File: src/rtl/calc_exec_seq.sv
// Execute sequencer for the shared 16-bit add/sub/mul datapath (start/busy/done handshake).
// Optional CALC_OVF_EN adds a signed overflow flag and widens the multiply accumulator.
module calc_exec_seq #(
    parameter int unsigned WIDTH = 16,
    parameter int unsigned CNT_W = 4
) (
    input  logic             clk,
    input  logic             nRST,
    input  logic             start,
    input  logic [2:0]       operator_input,
    input  logic [WIDTH-1:0] operand_a,
    input  logic [WIDTH-1:0] operand_b,
    output logic             busy,
    output logic             done,
    output logic             error,
    output logic [WIDTH-1:0] result
`ifdef CALC_OVF_EN
    ,
    output logic             overflow
`endif
);

`ifdef CALC_OVF_EN
    localparam int unsigned ACC_W = 2 * WIDTH;
`else
    localparam int unsigned ACC_W = WIDTH;
`endif

    typedef enum logic [2:0] {
        IDLE,
        ADDSUB,
        MUL,
        SIGN,
        DONE
    } state_t;

    state_t state, next_state;

    logic [WIDTH-1:0] a_q, b_q;
    logic             sub_q;
    logic             sign_q;
    logic [ACC_W-1:0] acc, mcand;
    logic [WIDTH-1:0] mplier;
    logic [CNT_W-1:0] counter;

    logic [WIDTH-1:0] mag_a, mag_b;
    logic [WIDTH-1:0] addsub_res;
    logic [WIDTH-1:0] mul_res;
    logic             op_add, op_sub, op_mul;

    assign op_add = (operator_input == 3'b001);
    assign op_sub = (operator_input == 3'b010);
    assign op_mul = (operator_input == 3'b100);

    // Two's-complement magnitude; the most negative value maps to 0x8000 unsigned.
    assign mag_a = operand_a[WIDTH-1] ? (~operand_a) + WIDTH'(1) : operand_a;
    assign mag_b = operand_b[WIDTH-1] ? (~operand_b) + WIDTH'(1) : operand_b;

    assign addsub_res = sub_q ? (a_q - b_q) : (a_q + b_q);
    assign mul_res    = sign_q ? (~acc[WIDTH-1:0]) + WIDTH'(1) : acc[WIDTH-1:0];

    always_ff @(posedge clk) begin
        if (!nRST) begin
            state <= IDLE;
        end else begin
            state <= next_state;
        end
    end

    always_comb begin
        next_state = state;
        case (state)
            IDLE: begin
                if (start) begin
                    if (op_add || op_sub) begin
                        next_state = ADDSUB;
                    end else if (op_mul) begin
                        next_state = MUL;
                    end else begin
                        next_state = DONE;
                    end
                end
            end
            ADDSUB:  next_state = DONE;
            MUL:     next_state = (counter == CNT_W'(WIDTH - 1)) ? SIGN : MUL;
            SIGN:    next_state = DONE;
            DONE:    next_state = IDLE;
            default: next_state = IDLE;
        endcase
    end

    always_comb begin
        busy = (state != IDLE);
        done = (state == DONE);
    end

    always_ff @(posedge clk) begin
        if (!nRST) begin
            a_q     <= '0;
            b_q     <= '0;
            sub_q   <= 1'b0;
            sign_q  <= 1'b0;
            acc     <= '0;
            mcand   <= '0;
            mplier  <= '0;
            counter <= '0;
            error   <= 1'b0;
            result  <= '0;
`ifdef CALC_OVF_EN
            overflow <= 1'b0;
`endif
        end else begin
            case (state)
                IDLE: begin
                    if (start) begin
                        a_q    <= operand_a;
                        b_q    <= operand_b;
                        sub_q  <= op_sub;
                        sign_q <= operand_a[WIDTH-1] ^ operand_b[WIDTH-1];
                        error  <= 1'b0;
                        if (op_mul) begin
                            acc     <= '0;
                            mcand   <= ACC_W'(mag_a);
                            mplier  <= mag_b;
                            counter <= '0;
                        end else if (!(op_add || op_sub)) begin
                            error  <= 1'b1;
                            result <= '0;
`ifdef CALC_OVF_EN
                            overflow <= 1'b0;
`endif
                        end
                    end
                end
                ADDSUB: begin
                    result <= addsub_res;
`ifdef CALC_OVF_EN
                    overflow <= ((a_q[WIDTH-1] ^ b_q[WIDTH-1]) == sub_q) &&
                                (addsub_res[WIDTH-1] != a_q[WIDTH-1]);
`endif
                end
                MUL: begin
                    if (mplier[0]) begin
                        acc <= acc + mcand;
                    end
                    mcand   <= mcand << 1;
                    mplier  <= mplier >> 1;
                    counter <= counter + CNT_W'(1);
                end
                SIGN: begin
                    result <= mul_res;
`ifdef CALC_OVF_EN
                    // A negative product may reach one past the positive limit.
                    overflow <= sign_q ? (acc > ACC_W'(2 ** (WIDTH - 1)))
                                       : (acc > ACC_W'(2 ** (WIDTH - 1) - 1));
`endif
                end
                default: ;
            endcase
        end
    end

endmodule

File: config.mk
export PLATFORM = sky130hd
export DESIGN_NAME = calc_exec_seq
export DESIGN_NICKNAME = d
export VERILOG_FILES = /design/src/rtl/calc_exec_seq.sv
export SDC_FILE = /design/constraint.sdc
export NUM_CORES = 1
export LEC_CHECK = 0
export CORE_ASPECT_RATIO = 1.75
export CORE_UTILIZATION = 35
export CTS_CLUSTER_DIAMETER = 80
export DETAILED_ROUTE_END_ITERATION = 8
export PLACE_DENSITY = 0.64
export RECOVER_POWER = 100
export SKIP_CTS_REPAIR_TIMING = 1
export SYNTH_ARGS = -nofsm -noshare
export SYNTH_HDL_FRONTEND = slang
export SYNTH_SLANG_ARGS = --single-unit
File: constraint.sdc
create_clock -name clk -period 3.3 [get_ports clk]
set_clock_uncertainty 0.1 [all_clocks]
set_input_delay 0.825 -clock clk [delete_from_list [all_inputs] [get_ports clk]]
set_output_delay 0.825 -clock clk [all_outputs]
set_load 0.01 [all_outputs]
==> flow_summary_export.csv <==
group,metric,value,unit
global_routing,grt_max_degree,69,
logic_synthesis,post-synth-top-area-fraction,30.5,%
worst_setup_path,worst-setup-path-type,"reg2reg",
logic_synthesis,main_combinational_cell_family_by_area_after_synthesis,"compound AO/OA/AOI/OAI gates",
logic_synthesis,post_syn_area,0.00696,mm^2
logic_synthesis,synthArstFlopShare,0,%
die,full_die_area,0.0205,mm^2
global_routing,grt_first_pass_wirelength,31200,um
detailed_routing,first_iter_violations,214,
worst_setup_path,critPathCaptureType,"register",
logic_synthesis,simple_gate_area_share_of_the_yosys_netlist,22.5,%
layout,synthToLayoutAreaGrowth,17.6,%
placement,finalWeightedCongestion,0.858,
logic_synthesis,edff_count_synth,0,
clocking,clk-insertion-delay-late,360,ps
status,status,"complete, but fails checks",
sta,grt_setup_unrepaired,"true",
die,die_width,109,um
logic_synthesis,synthMuxAreaShare,0.449,%
logic_synthesis,syn_avg_cell_area,7.91,um^2
logic_synthesis,yosys_warnings,0,
sta,timing.final.crit_period,3170,ps
logic_synthesis,synth_top_cells_by_area,"dfxtp_1, nand2_1, ha_1",
die,die_height,189,um
sta,fmaxAchievable,0.315,GHz
placement,preCtsSetupSlack,69.9,ps
layout,fillers,1957,
logic_synthesis,seq_area_frac_synth,30.5,%
sta,fin_crit_sh,96.1,%
die,design.core.area,0.0193,mm^2
worst_setup_path,timing.reg2reg.setup_slack,130,ps
global_routing,gr-usage-all-layers,19.8,%
placement,place_area,0.00787,mm^2
global_routing,antenna_found_initial,0,
layout,final-seq-area,0.00212,mm^2
layout,drive_above_1_share,6.63,%
clocking,cts.sink_count,106,
logic_synthesis,yosys_register_bits,106,
sta,timing_hold_violations_final,0,
global_routing,globalRouteOverflowTotal,0,
sta,worstMarginPinSlew,1560,ps
power,ratio_of_total_power_to_cell_area,430,mW/mm^2
worst_setup_path,cp.arrival,3320,ps
placement,placed_cells,1160,
hold_path,hold_path.class,"reg2reg",
layout,antenna_diode_count,0,
sta,setup_viol_count_final,0,
layout,multiInputGateArea,0.00455,mm^2
logic_synthesis,dominantRegCellSynth,"dfxtp_1",
clocking,clkSlewWorstSetupHoldPaths,70,ps
run,maxCapViolations,1,
logic_synthesis,netlist.top_cell.by_area,"dfxtp_1",
status,failed_checks,"capacitance limit, slew limit",
clocking,cts-root-to-sink-buffers,2,
layout,nets,1005,
sta,slew-limit-headroom,-4.22,%
clocking,tritoncts.num_buffers,9,
layout,design_area,0.00819,mm^2
logic_synthesis,synth_compound_gate_area_share,26.1,%
detailed_routing,drtAntennaViolNets,0,
detailed_routing,routed_wirelength,19400,um
placement,port_buffers,56,
worst_setup_path,worstPathMaxFanout,5,
die,floorplan.initialDensity,36.1,%
clocking,cts_tree,"done",
clocking,clock-root-buffer,"clkbuf_16",
sta,final_critical_path_setup_slack,129,ps
detailed_routing,dr.pass1.iters,4,
logic_synthesis,synth_fa_ha_area_share,6.87,%
worst_setup_path,timing.critical_path.required,3450,ps
power,report.power.total,3520,uW
clocking,h-tree-depth,3,
detailed_routing,wire_per_inst,16.5,um
logic_synthesis,synthCells,880,
logic_synthesis,synth_xor_xnor_area_share,9.44,%
power,ir_worst_vdd,0.214,mV
die,io_pins,57,
logic_synthesis,netlist-cell-type-count,67,
die,rows,67,
power,leakage,0.00321,uW
detailed_routing,via_count,6344,
detailed_routing,vias_per_cell,5.39,
global_routing,number_of_global_route_vias_before_repair,6129,
layout,stdcell_count,1176,
logic_synthesis,synthesis.nets,955,
placement,detailedPlacementHpwl,15200,um
sta,drv_slew,37,
worst_setup_path,critical_path.startpoint_type,"register",
detailed_routing,remaining_drc_errors,0,
## state kept, by name, indices dropped and copies added, names as in the netlist, 3 cells and up
signal / count
state: 3
result: 16
a_q: 16
acc: 16
mcand: 16
b_q: 16
mplier: 16
counter: 4
## layout by cell type, fill, tap and decap left out, types with 7 or more instances in the layout
| cell type | instances |
|---|---|
| nor2_1 | 57 |
| o21a_1 | 9 |
| clkdlybuf4s50_1 | 36 |
| dfxtp_1 | 106 |
| nand3_1 | 18 |
| a22oi_1 | 9 |
| a21o_1 | 9 |
| buf_4 | 27 |
| nor2b_1 | 41 |
| a21boi_0 | 43 |
| a211oi_1 | 30 |
| ha_1 | 35 |
| xnor2_1 | 37 |
| nor3b_1 | 10 |
| nand2_1 | 137 |
| xor2_1 | 38 |
| inv_1 | 21 |
| o211ai_1 | 13 |
| nor3_1 | 12 |
| o21ai_0 | 48 |
| o31ai_1 | 13 |
| dlygate4sd3_1 | 19 |
| clkbuf_16 | 9 |
| a21oi_1 | 51 |
| clkbuf_1 | 7 |
## per-stage QoR
stage / utilization, % / TNS (ps) / hold slack (ps)
floorplan: - / 0 / 331
global route: 42.5 / -3.62 / 383
finish: 42.5 / 0 / 360
CTS: 42.6 / 0 / 358
global placement: 40.8 / 0 / 342
detailed placement: 40.8 / 0 / 348
## Yosys cell counts (8+ instances only)
| library cell | n |
|---|---|
| o211ai_1 | 13 |
| ha_1 | 35 |
| a211oi_1 | 30 |
| nor3b_1 | 10 |
| a21boi_0 | 42 |
| a21o_1 | 9 |
| clkbuf_1 | 41 |
| nor2_1 | 56 |
| xor2_1 | 38 |
| buf_2 | 8 |
| nand3_1 | 18 |
| nor3_1 | 12 |
| o31ai_1 | 12 |
| inv_1 | 21 |
| o21a_1 | 9 |
| a22oi_1 | 9 |
| o21ai_0 | 47 |
| dfxtp_1 | 106 |
| nand2_1 | 137 |
| a21oi_1 | 51 |
| nor2b_1 | 41 |
| xnor2_1 | 37 |
## report_power, final
group,internal [uW],switching [uW],leakage [uW]
clock network,765,495,0.000167
logic,377,483,0.00218
registers,1340,60.9,0.000862
total,2480,1040,0.00321
## final timing paths
check | startpoint | end | cells past startpoint
max | b_q[3] | result[15] | 11
min | result[14] | result[14] | 2
max reg2reg | b_q[3] | result[15] | 11
min reg2reg | result[14] | result[14] | 2
## cells by family after synthesis
| logic type | after synthesis |
|---|---|
| and+or+nand+nor | 321 |
| muxes | 3 |
| adders and majority gates | 37 |
| buffers and inverters | 73 |
| AOI/OAI and AO/OA | 265 |
| xor gates and xnor gates | 75 |
| DFF | 106 |
## final cells by class
type	count	share of cell area (%)
clock buffer	12	3.01
clock inverter	4	1.21
inverter	22	1.01
multi-input combinational	701	55.5
sequential	106	25.9
tap	241	3.68
timing repair buffer	90	9.61
## per-layer routing
layer  GRT usage [%]  up-vias  share of wire (%)
li1                -     3229                  -
met1            22.3     2956                 41
met2            34.7      118                 51
met3            2.84       41                3.2
met4            11.3        0                4.9
met5               0        -                  0
## worst max-delay path, stage by stage (launching register included)
cell	delay [ps]
dfxtp_1	310
or4_4	580
nor4b_4	300
nor2_1	100
xnor2_1	140
ha_1	350
and3_1	180
a221oi_1	240
o21ai_1	180
a221oi_1	350
xnor2_1	180
o21ai_2	60
Note: power is estimated with default switching activity, not from simulation.
